**config.mk**
```make
export PLATFORM = sky130hd
export DESIGN_NAME = sram_like_arbiter_flat
export DESIGN_NICKNAME = d
export VERILOG_FILES = /design/src/rtl/sram_like_arbiter_pkg.sv /design/src/rtl/sram_like_arbiter_if.sv /design/src/rtl/sram_like_arbiter_owner_fifo.sv /design/src/rtl/sram_like_arbiter.sv /design/src/flat_wrapper.sv
export SDC_FILE = /design/constraint.sdc
export NUM_CORES = 1
export LEC_CHECK = 0
export ABC_AREA = 1
export CAP_MARGIN = 20
export CELL_PAD_IN_SITES_DETAIL_PLACEMENT = 1
export CELL_PAD_IN_SITES_GLOBAL_PLACEMENT = 2
export CORE_MARGIN = 5
export CORE_UTILIZATION = 11
export CTS_CLUSTER_DIAMETER = 60
export DETAILED_ROUTE_END_ITERATION = 8
export GPL_TIMING_DRIVEN = 0
export PLACE_DENSITY = 0.92
export SYNTH_ARGS = -nofsm -noshare
export SYNTH_HDL_FRONTEND = slang
export SYNTH_HIERARCHICAL = 1
export SYNTH_SLANG_ARGS = --single-unit
```
**constraint.sdc**
```tcl
create_clock -name clock -period 6.45 [get_ports clock]
set_input_delay 0.9675 -clock clock [delete_from_list [all_inputs] [get_ports clock]]
set_output_delay 0.9675 -clock clock [all_outputs]
set_load 0.02 [all_outputs]
```
**src/rtl/sram_like_arbiter_pkg.sv**
```systemverilog
// Shared types for the SRAM-like port arbiter: the CPU data word and the
// owner tag, request/response bundles and default sizing for the arbiter.
package cpu_core_params;
  typedef logic [31:0] cpu_data_t;
endpackage

package arbiter_params;
  import cpu_core_params::*;

  typedef enum logic {
    OWNER_INST = 1'b0,
    OWNER_DATA = 1'b1
  } owner_t;

  typedef struct packed {
    logic       request;
    logic       write;
    logic [1:0] size;
    cpu_data_t  address;
    cpu_data_t  write_data;
    logic [3:0] write_strobe;
  } sram_request_t;

  typedef struct packed {
    cpu_data_t read_data;
    logic      address_ready;
    logic      data_ready;
  } sram_response_t;

  localparam int DEFAULT_MAX_OUTSTANDING = 4;
  localparam int DEFAULT_STARVE_LIMIT    = 8;
endpackage

```
**src/rtl/sram_like_arbiter_if.sv**
```systemverilog
// One SRAM-like port: the requester drives the master side, the responder
// (memory, bridge or arbiter) drives the slave side.
interface sram_like_arbiter_if;
  import cpu_core_params::*;

  logic       request;
  logic       write;
  logic [1:0] size;
  cpu_data_t  address;
  cpu_data_t  write_data;
  logic [3:0] write_strobe;
  cpu_data_t  read_data;
  logic       address_ready;
  logic       data_ready;

  modport master (
    output request, write, size, address, write_data, write_strobe,
    input  read_data, address_ready, data_ready
  );

  modport slave (
    input  request, write, size, address, write_data, write_strobe,
    output read_data, address_ready, data_ready
  );
endinterface

```
**src/rtl/sram_like_arbiter_owner_fifo.sv**
```systemverilog
// In-order FIFO of owner tags, one entry per accepted transaction that is
// still waiting for its data phase. Pointers wrap naturally because the
// depth is a power of two.
module owner_fifo
  import arbiter_params::*;
#(
  parameter int DEPTH = 4,
  localparam int PW = $clog2(DEPTH),
  localparam int CW = PW + 1
) (
  input  logic          clock,
  input  logic          reset,
  input  logic          push,
  input  owner_t        push_owner,
  input  logic          pop,
  output owner_t        head,
  output logic          full,
  output logic          empty,
  output logic [CW-1:0] count
);

  owner_t        entries [DEPTH];
  logic [PW-1:0] wr_ptr;
  logic [PW-1:0] rd_ptr;
  logic          do_push;
  logic          do_pop;

  assign full    = (count == CW'(DEPTH));
  assign empty   = (count == '0);
  assign head    = entries[rd_ptr];
  assign do_push = push && !full;
  assign do_pop  = pop && !empty;

  // Storage needs no reset; only the pointers and count define validity.
  always_ff @(posedge clock) begin
    if (do_push) entries[wr_ptr] <= push_owner;
  end

  // Pointer and occupancy bookkeeping; a simultaneous push and pop keeps count.
  always_ff @(posedge clock) begin
    if (reset) begin
      wr_ptr <= '0;
      rd_ptr <= '0;
      count  <= '0;
    end else begin
      if (do_push) wr_ptr <= wr_ptr + 1'b1;
      if (do_pop)  rd_ptr <= rd_ptr + 1'b1;
      case ({do_push, do_pop})
        2'b10:   count <= count + 1'b1;
        2'b01:   count <= count - 1'b1;
        default: count <= count;
      endcase
    end
  end

endmodule

```
**src/rtl/sram_like_arbiter.sv**
```systemverilog
// Shares one SRAM-like memory port between instruction fetch and the data
// requester. Data wins by default, a stalled address phase stays locked to
// its owner, and a starvation counter forces a fetch grant after a run of
// data grants. Responses come back in order and are routed by an owner FIFO.
module sram_like_arbiter
  import arbiter_params::*;
#(
  parameter int MAX_OUTSTANDING = DEFAULT_MAX_OUTSTANDING,
  parameter int STARVE_LIMIT    = DEFAULT_STARVE_LIMIT
) (
  input  logic                       clock,
  input  logic                       reset,
  sram_like_arbiter_if.slave         inst_ram,
  sram_like_arbiter_if.slave         data_ram,
  sram_like_arbiter_if.master        ram,
  output logic                       protocol_error
);

  localparam int SW = $clog2(STARVE_LIMIT + 1);
  localparam int CW = $clog2(MAX_OUTSTANDING) + 1;
  localparam logic [SW-1:0] STARVE_MAX = SW'(STARVE_LIMIT);

  sram_request_t  inst_req;
  sram_request_t  data_req;
  sram_request_t  granted_req;
  sram_response_t inst_rsp;
  sram_response_t data_rsp;

  logic          grant_valid;
  owner_t        grant_owner;
  logic          lock_valid;
  owner_t        lock_owner;
  logic          locked_still_requesting;
  logic [SW-1:0] starve_count;
  logic          accept;
  logic          pop;
  logic          fifo_full;
  logic          fifo_empty;
  owner_t        fifo_head;
  logic [CW-1:0] fifo_count;

  assign inst_req = '{request: inst_ram.request, write: inst_ram.write,
                      size: inst_ram.size, address: inst_ram.address,
                      write_data: inst_ram.write_data,
                      write_strobe: inst_ram.write_strobe};
  assign data_req = '{request: data_ram.request, write: data_ram.write,
                      size: data_ram.size, address: data_ram.address,
                      write_data: data_ram.write_data,
                      write_strobe: data_ram.write_strobe};

  assign locked_still_requesting = (lock_owner == OWNER_DATA) ? data_ram.request
                                                              : inst_ram.request;

  // Pick at most one requester per cycle; nothing is granted while the FIFO is full.
  always_comb begin
    grant_valid = 1'b0;
    grant_owner = OWNER_INST;
    if (!fifo_full) begin
      if (lock_valid && locked_still_requesting) begin
        grant_valid = 1'b1;
        grant_owner = lock_owner;
      end else if (starve_count == STARVE_MAX && inst_ram.request) begin
        grant_valid = 1'b1;
        grant_owner = OWNER_INST;
      end else if (data_ram.request) begin
        grant_valid = 1'b1;
        grant_owner = OWNER_DATA;
      end else if (inst_ram.request) begin
        grant_valid = 1'b1;
        grant_owner = OWNER_INST;
      end
    end
  end

  // Forward the winner's fields; with no winner the fetch fields pass through.
  always_comb begin
    granted_req = (grant_owner == OWNER_DATA) ? data_req : inst_req;
  end

  assign ram.request      = grant_valid;
  assign ram.write        = granted_req.write;
  assign ram.size         = granted_req.size;
  assign ram.address      = granted_req.address;
  assign ram.write_data   = granted_req.write_data;
  assign ram.write_strobe = granted_req.write_strobe;

  assign accept = grant_valid && ram.address_ready;
  assign pop    = ram.data_ready && !fifo_empty;

  assign inst_rsp = '{read_data: ram.read_data,
                      address_ready: accept && (grant_owner == OWNER_INST),
                      data_ready: pop && (fifo_head == OWNER_INST)};
  assign data_rsp = '{read_data: ram.read_data,
                      address_ready: accept && (grant_owner == OWNER_DATA),
                      data_ready: pop && (fifo_head == OWNER_DATA)};

  assign inst_ram.read_data     = inst_rsp.read_data;
  assign inst_ram.address_ready = inst_rsp.address_ready;
  assign inst_ram.data_ready    = inst_rsp.data_ready;
  assign data_ram.read_data     = data_rsp.read_data;
  assign data_ram.address_ready = data_rsp.address_ready;
  assign data_ram.data_ready    = data_rsp.data_ready;

  owner_fifo #(.DEPTH(MAX_OUTSTANDING)) u_owner_fifo (
    .clock      (clock),
    .reset      (reset),
    .push       (accept),
    .push_owner (grant_owner),
    .pop        (pop),
    .head       (fifo_head),
    .full       (fifo_full),
    .empty      (fifo_empty),
    .count      (fifo_count)
  );

  // Hold a stalled address phase on its owner until accepted or withdrawn.
  always_ff @(posedge clock) begin
    if (reset) begin
      lock_valid <= 1'b0;
      lock_owner <= OWNER_INST;
    end else begin
      lock_valid <= grant_valid && !ram.address_ready;
      if (grant_valid) lock_owner <= grant_owner;
    end
  end

  // Count data accepts that overtook a waiting fetch, saturating at the limit.
  always_ff @(posedge clock) begin
    if (reset) begin
      starve_count <= '0;
    end else if (!inst_ram.request) begin
      starve_count <= '0;
    end else if (accept && grant_owner == OWNER_INST) begin
      starve_count <= '0;
    end else if (accept && grant_owner == OWNER_DATA && starve_count != STARVE_MAX) begin
      starve_count <= starve_count + 1'b1;
    end
  end

  // A response with nothing outstanding is flagged until the next reset.
  always_ff @(posedge clock) begin
    if (reset) begin
      protocol_error <= 1'b0;
    end else if (ram.data_ready && fifo_empty) begin
      protocol_error <= 1'b1;
    end
  end

  // Owner FIFO never holds more than its depth.
  assert property (@(posedge clock) disable iff (reset) fifo_count <= CW'(MAX_OUTSTANDING));

endmodule

```
**src/flat_wrapper.sv**
```systemverilog
// flat-port wrapper written by rule: the top's interface ports become plain ports
module sram_like_arbiter_flat import arbiter_params::*;
#(
  parameter int MAX_OUTSTANDING = DEFAULT_MAX_OUTSTANDING,
  parameter int STARVE_LIMIT    = DEFAULT_STARVE_LIMIT
)
  (clock, reset, protocol_error, inst_ram_request, inst_ram_write, inst_ram_size, inst_ram_address, inst_ram_write_data, inst_ram_write_strobe, inst_ram_read_data, inst_ram_address_ready, inst_ram_data_ready, data_ram_request, data_ram_write, data_ram_size, data_ram_address, data_ram_write_data, data_ram_write_strobe, data_ram_read_data, data_ram_address_ready, data_ram_data_ready, ram_request, ram_write, ram_size, ram_address, ram_write_data, ram_write_strobe, ram_read_data, ram_address_ready, ram_data_ready);
  sram_like_arbiter_if inst_ram_i ();
  sram_like_arbiter_if data_ram_i ();
  sram_like_arbiter_if ram_i ();
  input  logic clock;
  input  logic reset;
  output logic protocol_error;
  input wire logic [$bits(inst_ram_i.request)-1:0] inst_ram_request;
  input wire logic [$bits(inst_ram_i.write)-1:0] inst_ram_write;
  input wire logic [$bits(inst_ram_i.size)-1:0] inst_ram_size;
  input wire logic [$bits(inst_ram_i.address)-1:0] inst_ram_address;
  input wire logic [$bits(inst_ram_i.write_data)-1:0] inst_ram_write_data;
  input wire logic [$bits(inst_ram_i.write_strobe)-1:0] inst_ram_write_strobe;
  output wire logic [$bits(inst_ram_i.read_data)-1:0] inst_ram_read_data;
  output wire logic [$bits(inst_ram_i.address_ready)-1:0] inst_ram_address_ready;
  output wire logic [$bits(inst_ram_i.data_ready)-1:0] inst_ram_data_ready;
  input wire logic [$bits(data_ram_i.request)-1:0] data_ram_request;
  input wire logic [$bits(data_ram_i.write)-1:0] data_ram_write;
  input wire logic [$bits(data_ram_i.size)-1:0] data_ram_size;
  input wire logic [$bits(data_ram_i.address)-1:0] data_ram_address;
  input wire logic [$bits(data_ram_i.write_data)-1:0] data_ram_write_data;
  input wire logic [$bits(data_ram_i.write_strobe)-1:0] data_ram_write_strobe;
  output wire logic [$bits(data_ram_i.read_data)-1:0] data_ram_read_data;
  output wire logic [$bits(data_ram_i.address_ready)-1:0] data_ram_address_ready;
  output wire logic [$bits(data_ram_i.data_ready)-1:0] data_ram_data_ready;
  output wire logic [$bits(ram_i.request)-1:0] ram_request;
  output wire logic [$bits(ram_i.write)-1:0] ram_write;
  output wire logic [$bits(ram_i.size)-1:0] ram_size;
  output wire logic [$bits(ram_i.address)-1:0] ram_address;
  output wire logic [$bits(ram_i.write_data)-1:0] ram_write_data;
  output wire logic [$bits(ram_i.write_strobe)-1:0] ram_write_strobe;
  input wire logic [$bits(ram_i.read_data)-1:0] ram_read_data;
  input wire logic [$bits(ram_i.address_ready)-1:0] ram_address_ready;
  input wire logic [$bits(ram_i.data_ready)-1:0] ram_data_ready;
  assign inst_ram_i.request = inst_ram_request;
  assign inst_ram_i.write = inst_ram_write;
  assign inst_ram_i.size = inst_ram_size;
  assign inst_ram_i.address = inst_ram_address;
  assign inst_ram_i.write_data = inst_ram_write_data;
  assign inst_ram_i.write_strobe = inst_ram_write_strobe;
  assign inst_ram_read_data = inst_ram_i.read_data;
  assign inst_ram_address_ready = inst_ram_i.address_ready;
  assign inst_ram_data_ready = inst_ram_i.data_ready;
  assign data_ram_i.request = data_ram_request;
  assign data_ram_i.write = data_ram_write;
  assign data_ram_i.size = data_ram_size;
  assign data_ram_i.address = data_ram_address;
  assign data_ram_i.write_data = data_ram_write_data;
  assign data_ram_i.write_strobe = data_ram_write_strobe;
  assign data_ram_read_data = data_ram_i.read_data;
  assign data_ram_address_ready = data_ram_i.address_ready;
  assign data_ram_data_ready = data_ram_i.data_ready;
  assign ram_request = ram_i.request;
  assign ram_write = ram_i.write;
  assign ram_size = ram_i.size;
  assign ram_address = ram_i.address;
  assign ram_write_data = ram_i.write_data;
  assign ram_write_strobe = ram_i.write_strobe;
  assign ram_i.read_data = ram_read_data;
  assign ram_i.address_ready = ram_address_ready;
  assign ram_i.data_ready = ram_data_ready;
  sram_like_arbiter #(.MAX_OUTSTANDING(MAX_OUTSTANDING), .STARVE_LIMIT(STARVE_LIMIT)) u_core (.clock(clock), .reset(reset), .inst_ram(inst_ram_i), .data_ram(data_ram_i), .ram(ram_i), .protocol_error(protocol_error));
endmodule
```
==> key figures, run 1 <==
Timing
  – Final Critical Period: 4090 ps
  – Least-Margin Pin Slew: 363 ps
  – Clk_skew: 3.08 ps
  – Final Cycle Share: 0.634
  – Final setup vio count: 0
  – Final slew viol count: 0
  – FMAX: 245 MHz
  – Fin. Hold Viols: 0
  – RSZ-0062 raised after global routing: no
  – Worst setup margin: 2360 ps
  – Relative slew slack: 0.758
  – Setup TNS: 0 ps

Critical path
  – Signal arrival time at the worst endpoint: 3120 ps
  – Critical Path End Type: primary output
  – Critical-path maximum fanout: 10
  – Crit Path Class: in2out
  – CP required: 5480 ps
  – Crit path launch type: input pin

Yosys
  – YS warnings: 6
  – Number of synthesized flops with an enable pin: 4
  – Post-synth top area share: 0.352
  – Most used DFF post-synth: dfxtp_1
  – Post-synth top cells: nand2_1 (236), buf_4 (71), inv_1 (27)
  – Cell count after synthesis: 436
  – Mapped cell area: 2520 sq um
  – Yosys top cell by area: nand2_1
  – Avg Cell Area, Syn: 5.77 sq um
  – Ys async rst share: 0
  – Most frequent cell after synthesis: nand2_1
  – Register area share after synthesis: 0.175
  – Synth Net Count: around 620
  – Seq cells post-synth: 20
  – Netlist cell types: 25
  – Synth top area cells: nand2_1 (35%), buf_4 (21%), dfxtp_1 (13%)

Global routing
  – Largest net degree at the start of global routing: 14
  – Vias in the first global route: 3676
  – Grt ovf: 0
  – Met2 Usage GRT: 0.184
  – Most Used Layer, Global Route: met2
  – First-pass GRT wire length: between 20000 and 25000 microns
  – GRT Overall Usage: 0.0973
  – Grt met1 use: 0.110
  – Met3 Use GR: 0.0270
  – Initial antenna violation count: 0

Min path
  – Hold Crit Class: reg2reg

Route
  – Initial DRC count: ~110
  – DRT Pass-1 Iters: 4
  – Wire per inst: 13.6 microns
  – Via/cell ratio: 3.59
  – Antenna-violating nets left: 0
  – Total wire length: 13800 microns
  – Post-route DRC: 0
  – Routed via count: 3637

Cells and area
  – Design Area, Final: 5840 sq um
  – Antenna fix cells: 0
  – Final #Nets: 917
  – Fillers: about 2800
  – Layout area overhead: 132%
  – Layout cell share with drive strength beyond 1: 0.135
  – Multi-input gate area: 1330 sq um
  – Storage cell area: 440 sq um
  – Fin cells: 1013

Job
  – Max_cap viols: 0

Clock tree
  – Total CTS buffers: 3
  – TritonCTS clock tree: done
  – Setup bufs post-CTS: 0
  – Hold-fix buffers, CTS: 0
  – Root Driver: clkbuf_16
  – Cts repair resizes: 0
  – Clk slew on worst S/H paths: 50 ps
  – Clk_lat worst skew: 250 ps
  – Sink Count: 20
  – Clock Tree Buf Depth: 2
  – CTS H-tree lvls: 1

Floorplanning
  – Row cnt: 55
  – IO Pins: 321
  – Die height: 161 microns
  – Core ar.: 22600 sq um
  – Die Area: 26000 sq um
  – Initial Util: 0.111
  – Die Wd: 161 microns

Placed design
  – Total placed instance area: 5760 sq um
  – DP HPWL: roughly 12000 microns
  – PortBufs: between 200 and 300
  – Placed cells: 1009
  – Global placement routability congestion: around 0.73
  – Setup WS pre-CTS: 2310 ps

Pwr
  – Lkg Pwr: ~2.7 nW
  – Maximum VDD drop: 0.0962 mV
  – Design Power: between 0.9 and 1 mW
  – Cell area power density: 157 nW/um^2

Status
  – Status: complete, no violations
per-stage QoR:
step                      utilization  hold slack [ps]
after floorplan                     -              442
after global placement          0.255              455
after detailed placement        0.255              466
after CTS                       0.259              474
after global routing            0.259              523
final                           0.259              473
layout make-up:
cell class	instances	share of cell area
Buffer	80	0.107
Tap cell	285	0.0610
Multi-Input combinational cell	305	0.228
Inverter	31	0.0199
Clock buffer	4	0.0152
Timing Repair Buffer	288	0.493
Sequential cell	20	0.0754
routing by layer:
layer  vias up  wire, microns
met5         -              0
met4         0            193
met3        11           1150
met2       177           7050
met1      1618           5370
li1       1831              -
flip-flops by register name (all words and copies together) (netlist names), named ones only:
| register | flops |
|---|---|
| u_core/lock_owner | 1 |
| u_core/lock_valid | 1 |
| u_core/protocol_error | 1 |
| u_core/starve_count | 4 |
| u_core/u_owner_fifo/count | 3 |
| u_core/u_owner_fifo/entries | 4 |
| u_core/u_owner_fifo/rd_ptr | 2 |
| u_core/u_owner_fifo/wr_ptr | 2 |
critical path, cell delays in order:
cell             delay (ps)
clkdlybuf4s50_1         520
inv_1                    80
a21oi_2                 150
nand2_1                  90
nand2_1                 100
buf_6                   190
buf_6                   160
nand2_1                  60
nand2_1                 130
clkdlybuf4s50_1         640
power breakdown:
group,switching [mW],internal [mW]
logic,0.307,0.313
registers,0.0108,0.144
clock network,0.0477,0.0946
total,0.365,0.552
cell families (layout without fill, tap and decap cells):
group	after synthesis	count (layout)	synth area share
buf+inv	111	403	0.296
flops	20	20	0.175
xor+xnor	2	2	0.00696
compound gates	17	17	0.0383
simple gates	278	278	0.441
fa+ha+maj	8	8	0.0428
path summary, 6_finish.rpt:
kind	start	endpoint	slack [ps]	cells after the start
worst max-delay path	inst_ram_request	ram_write_data[1]	2360	10
worst max register to register	u_core/u_owner_fifo/count[0]	u_core/u_owner_fifo/count[1]	4050	11
worst min register to register	u_core/u_owner_fifo/count[0]	u_core/u_owner_fifo/count[0]	470	1
worst min-delay path	u_core/u_owner_fifo/count[0]	u_core/u_owner_fifo/count[0]	470	1
cell usage in the layout, fill, tap and decap left out, types with 2 or more instances in the layout:
master           count
a21oi_1              9
a21oi_2              3
buf_4               71
buf_6                8
clkbuf_16            3
clkdlybuf4s50_1    288
dfxtp_1             16
edfxtp_1             4
ha_1                 7
inv_1               27
inv_2                4
nand2_1            236
nand3_1              5
nand3_2              2
nand4_1              4
nor2_1              22
nor2_2               3
nor3_1               2
o21ai_0              5
(Power assumes the default switching activity.)
==> run 2, diff against run 1 <==
--- a/config.mk
+++ b/config.mk
@@ -10,11 +10,11 @@
 export CELL_PAD_IN_SITES_DETAIL_PLACEMENT = 1
 export CELL_PAD_IN_SITES_GLOBAL_PLACEMENT = 2
 export CORE_MARGIN = 5
-export CORE_UTILIZATION = 11
+export CORE_UTILIZATION = 10
 export CTS_CLUSTER_DIAMETER = 60
 export DETAILED_ROUTE_END_ITERATION = 8
 export GPL_TIMING_DRIVEN = 0
-export PLACE_DENSITY = 0.92
+export PLACE_DENSITY = 0.88
 export SYNTH_ARGS = -nofsm -noshare
 export SYNTH_HDL_FRONTEND = slang
 export SYNTH_HIERARCHICAL = 1
==> constraint.sdc (replaced) <==
create_clock -name clock -period 3.4 [get_ports clock]
set_input_delay 0.51 -clock clock [delete_from_list [all_inputs] [get_ports clock]]
set_output_delay 0.51 -clock clock [all_outputs]
set_load 0.02 [all_outputs]
==> run 2 against run 1 <==
Net effect:
- sequential cell count unchanged
- hold slack lost 5.2 ps
- sequential share of layout area down 0.092 points
- largest cell class unchanged
- cell count grew 4.4%
==> key figures, run 2 (synthesized netlist as in run 1, its figures left out) <==
Route
  – DRT Pass-1 Iters: 4
  – Wire per inst: 13.0 microns
  – Via/cell ratio: 3.45
  – Antenna-violating nets left: 0
  – Routed via count: 3646
  – Initial DRC count: 63
  – Post-route DRC: 0
  – Total wire length: roughly 14000 microns

Clock tree
  – Cts repair resizes: 0
  – Total CTS buffers: 3
  – Setup bufs post-CTS: 0
  – TritonCTS clock tree: done
  – Clock Tree Buf Depth: 2
  – CTS H-tree lvls: 1
  – Sink Count: 20
  – Clk_lat worst skew: 260 ps
  – Clk slew on worst S/H paths: 50 ps
  – Hold-fix buffers, CTS: 0
  – Root Driver: clkbuf_16

Global routing
  – Vias in the first global route: between 3000 and 4000
  – Initial antenna violation count: 0
  – First-pass GRT wire length: 20300 microns
  – GRT Overall Usage: 0.0878
  – Largest net degree at the start of global routing: 14
  – Grt ovf: 0

Placed design
  – PortBufs: 288
  – Global placement routability congestion: 0.779
  – Total placed instance area: about 5800 sq um
  – DP HPWL: 12200 microns

Critical path
  – Worst path cell trace: clkdlybuf4s50_1 > inv_1 > a21oi_2 > nand2_1 > nand2_1 > buf_6 > buf_6 > nand2_1 > nand2_1 > clkdlybuf4s50_1
  – Max incr delay on CP: 640 ps
  – Signal arrival time at the worst endpoint: 2640 ps
  – Crit Path Class: in2out
  – Critical Path Most Common Cell: nand2_1
  – Critical-path maximum fanout: 10
  – Crit path launch type: input pin
  – Buf/Inv on CP: 5
  – Crit path max-delay family: buffers and inverters
  – Worst path slowest cell: clkdlybuf4s50_1
  – Critical Path End Type: primary output
  – CP required: 2890 ps

Pwr
  – Combinational share of power: 0.657
  – Lkg Pwr: 2.71 nW
  – Register share of total power: 0.163
  – Sw Pwr: approximately 0.7 mW
  – Cell area power density: 304 nW/um^2
  – Design Power: 1.80 mW
  – Maximum VDD drop: 0.199 mV
  – Internal power: 1.10 mW
  – Switch share: 0.388
  – Clock share of power: 0.181

Cells and area
  – Antenna fix cells: 0
  – Design Area, Final: 5920 sq um
  – Most frequent cells in the layout: clkdlybuf4s50_1 (288), nand2_1 (236), buf_4 (71)
  – Commonest non-fill, non-tap cell in the layout: clkdlybuf4s50_1
  – Biggest regs: u_core/starve_count (4), u_core/u_owner_fifo/entries (4), u_core/u_owner_fifo/count (3)
  – Layout cell share with drive strength beyond 1: 0.135
  – Final #Nets: between 900 and 1000
  – Layout area overhead: 135%

Timing
  – Final Cycle Share: 0.925
  – Final slew viol count: 0
  – Final Critical Period: 3150 ps
  – Least-Margin Pin Slew: 363 ps
  – Final hold slack: 468 ps
  – Final setup vio count: 0
  – RSZ-0062 raised after global routing: no
  – Fin. Hold Viols: 0
  – Setup TNS: 0 ps
  – Clk_skew: 2.74 ps
  – Relative slew slack: 0.758
  – FMAX: 318 MHz

Status
  – Status: complete, no violations

Floorplanning
  – IO Pins: 321
  – Die Wd: 169 microns
  – Row cnt: 58
  – Die height: 169 microns
  – Initial Util: 0.101
  – Core ar.: approximately 25000 sq um
  – Die Area: 28400 sq um

Job
  – Max_cap viols: 0

Min path
  – Hold Crit Class: reg2reg
[run 2: changes by cell type in the layout (fill, tap and decap cells not counted), sizes merged]
cell    delta
bufinv     +1
clkbuf     -1
[run 2: metrics by stage]
step | utilization | setup WS, ps | instances
6_report | 0.237 | 255 | 1058
5_1_grt | 0.237 | 106 | 1058
4_1_cts | 0.237 | 192 | 1058
3_5_place_dp | 0.233 | 195 | 1054
3_3_place_gp | 0.233 | 186 | 1054
2_1_floorplan | - | 1350 | 436
[run 2: path summary, 6_finish.rpt]
check | start | endpoint | slack (ps) | depth (start not counted)
worst min-delay path | u_core/u_owner_fifo/count[0] | u_core/u_owner_fifo/count[0] | 470 | 1
worst min register to register | u_core/u_owner_fifo/count[0] | u_core/u_owner_fifo/count[0] | 470 | 1
worst max-delay path | inst_ram_request | ram_address[6] | 250 | 10
worst max register to register | u_core/u_owner_fifo/count[0] | u_core/u_owner_fifo/count[1] | 990 | 11
[run 2: layout make-up]
type | count | area (sq um)
multi-input cells | 305 | 1330
fillers | 3102 | 19000
flip-flops and latches | 20 | 440
repair buffers | 288 | 2880
clock buffers | 3 | 75.1
well taps | 330 | 413
inverters | 31 | 116
plain buffers | 80 | 628
clock inverters | 1 | 30.0
[run 2: power by group through the flow]
stage,sequential [mW],clock [mW],combinational [mW]
4_1_cts,0.293,0.334,1.21
3_3_place_gp,0.297,0,1.19
5_1_grt,0.297,0.346,1.28
2_1_floorplan,0.297,0,0.592
6_report,0.293,0.325,1.18
3_5_place_dp,0.298,0,1.20
[run 2: layer usage]
layer  vias up  wire length [microns]  global-route usage
li1       1830                      -                   -
met2       166                   7240               0.173
met5         -                      0                   0
met1      1645                   5230              0.0947
met3         5                   1260              0.0245
met4         0                     69              0.0109
[run 2: worst reg2reg max path: stages (launching register included)]
cell	delay, ps
dfxtp_1	350
inv_2	80
nand3_4	90
inv_1	80
nor2_2	190
nor2_2	110
nor2_2	310
nand2_1	220
ha_1	270
inv_1	90
fa_1	420
a21oi_1	140
==> run 3, diff against run 2 <==
--- a/config.mk
+++ b/config.mk
@@ -9,12 +9,14 @@
 export CAP_MARGIN = 20
 export CELL_PAD_IN_SITES_DETAIL_PLACEMENT = 1
 export CELL_PAD_IN_SITES_GLOBAL_PLACEMENT = 2
+export CORE_ASPECT_RATIO = 0.5
 export CORE_MARGIN = 5
 export CORE_UTILIZATION = 10
 export CTS_CLUSTER_DIAMETER = 60
 export DETAILED_ROUTE_END_ITERATION = 8
 export GPL_TIMING_DRIVEN = 0
 export PLACE_DENSITY = 0.88
+export RECOVER_POWER = 100
 export SYNTH_ARGS = -nofsm -noshare
 export SYNTH_HDL_FRONTEND = slang
 export SYNTH_HIERARCHICAL = 1
==> run 3 against run 2 <==
Net effect:
- via count down 1.6%
- cell count up 1.3%
- core utilization about the same
- fmax down 1.7%
- sequential share of layout area about the same
- wire length up 8.4%
- die area up 0.68%
- sequential cell count unchanged
- hold slack worse by 9.3 ps
- worst setup slack worse by 53 ps
- sequential power about the same
- critical endpoint is now ram_address[25]
- highest routed layer unchanged
==> key figures, run 3 (synthesized netlist as in run 1, its figures left out) <==
Status
  – Status: complete, no violations

Route
  – Routed wl met2: 9150 microns
  – Total wire length: 15000 microns
  – Wire per inst: 13.9 microns
  – DRT Pass-1 Iters: 4
  – Met1 WL: about 5300 microns
  – Initial DRC count: 88
  – Metal3 WL: 300 microns
  – Top routing layer in use: met4
  – Post-route DRC: 0
  – Antenna-violating nets left: 0
  – Routed via count: 3589
  – Via/cell ratio: roughly 3.3

Timing
  – Final Cycle Share: 0.941
  – Clk_skew: 5.01 ps
  – Final slew viol count: 0
  – Relative slew slack: 0.605
  – Final Critical Period: 3200 ps
  – Fin. Hold Viols: 0
  – Final hold slack: 459 ps
  – Least-Margin Pin Slew: 592 ps
  – RSZ-0062 raised after global routing: no
  – Setup TNS: 0 ps
  – FMAX: 313 MHz
  – Final setup vio count: 0

Placed design
  – Total placed instance area: 5830 sq um
  – Global placement routability congestion: ~0.76
  – PortBufs: between 200 and 300
  – DP HPWL: 13500 microns

Global routing
  – Largest net degree at the start of global routing: 14
  – Initial antenna violation count: 0
  – GRT Overall Usage: 0.0938
  – First-pass GRT wire length: 21300 microns
  – Grt ovf: 0
  – Vias in the first global route: between 3000 and 4000

Pwr
  – Switch share: 0.403
  – Sw Pwr: 0.704 mW
  – Lkg Pwr: 2.78 nW
  – Maximum VDD drop: 0.141 mV
  – Clock share of power: 0.188
  – Design Power: around 1.7 mW
  – Cell area power density: 295 nW/um^2
  – Combinational share of power: 0.645
  – Internal power: 1.04 mW
  – Register share of total power: 0.167

Cells and area
  – Fillers: 3050
  – Final #Nets: about 920
  – Antenna fix cells: 0
  – Multi-input gate area: between 1000 and 1500 sq um
  – Layout area overhead: 136%
  – Design Area, Final: 5930 sq um
  – Storage cell area: about 440 sq um
  – Most frequent cells in the layout: nand2_1 (236), clkdlybuf4s50_1 (151), dlygate4sd3_1 (137)
  – Commonest non-fill, non-tap cell in the layout: nand2_1
  – Biggest regs: u_core/starve_count (4), u_core/u_owner_fifo/entries (4), u_core/u_owner_fifo/count (3)
  – Layout cell share with drive strength beyond 1: 0.129

Critical path
  – Critical-path maximum fanout: 13
  – CP required: 2890 ps
  – Critical Path End Type: primary output
  – Crit path launch type: input pin
  – Crit Path Class: in2out
  – Signal arrival time at the worst endpoint: ~2700 ps

Clock tree
  – CTS H-tree lvls: 1
  – Sink Count: 20
  – Clk slew on worst S/H paths: 60 ps
  – Setup bufs post-CTS: 0
  – Cts repair resizes: 0
  – TritonCTS clock tree: done
  – Root Driver: clkbuf_16
  – Clk_lat worst skew: 260 ps
  – Hold-fix buffers, CTS: 0
  – Clock Tree Buf Depth: 2
  – Total CTS buffers: 3

Floorplanning
  – Die Wd: 234 microns
  – Row cnt: 41
  – Core ar.: 25000 sq um
  – Die height: 122 microns
  – IO Pins: 321
  – Initial Util: 0.101
  – Die Area: 28600 sq um

Job
  – Max_cap viols: 0

Min path
  – Hold Crit Class: reg2reg
==> run 3: power by group through the flow <==
| stage | clock network [mW] | registers (mW) | logic (mW) |
|---|---|---|---|
| 6_report | 0.328 | 0.292 | 1.13 |
| 3_5_place_dp | 0 | 0.299 | 1.21 |
| 3_3_place_gp | 0 | 0.296 | 1.19 |
| 5_1_grt | 0.347 | 0.297 | 1.22 |
| 4_1_cts | 0.338 | 0.293 | 1.22 |
| 2_1_floorplan | 0 | 0.297 | 0.592 |
==> run 3: final timing paths <==
path / cells past startpoint / slack, ps / start / to
max: 9 / 200 / data_ram_request / ram_address[25]
min: 1 / 460 / u_core/u_owner_fifo/count[0] / u_core/u_owner_fifo/count[0]
max reg2reg: 16 / 800 / u_core/u_owner_fifo/count[0] / u_core/u_owner_fifo/count[2]
min reg2reg: 1 / 460 / u_core/u_owner_fifo/count[0] / u_core/u_owner_fifo/count[0]
==> run 3: layout make-up <==
type	instances	area share
timing repair buffer	288	0.486
multi-input combinational	305	0.223
buffer	80	0.106
sequential	20	0.0743
tap	344	0.0726
inverter	31	0.0196
clock buffer	3	0.0127
clock inverter	1	0.00507
==> run 3: metrics by stage <==
step / util / std cells / worst slack (ps)
final: 0.237 / 1072 / 202
after CTS: 0.238 / 1072 / 144
after global routing: 0.237 / 1072 / 22.3
after floorplan: - / 436 / 1350
after detailed placement: 0.233 / 1068 / 161
after global placement: 0.233 / 1068 / 174
==> run 3: layer usage <==
metal  track usage  vias to the layer above
met2         0.199                       37
met1         0.102                     1709
met3       0.00536                       15
li1              -                     1828
met4        0.0186                        0
met5             0                        -
==> run 3: worst max-delay path, stage by stage <==
cell             delay, ps
clkdlybuf4s50_1        450
inv_1                   40
nor2_2                 150
inv_1                   70
a21oi_2                110
clkbuf_1               470
nand2_1                110
nand2_1                 80
dlygate4sd3_1          670
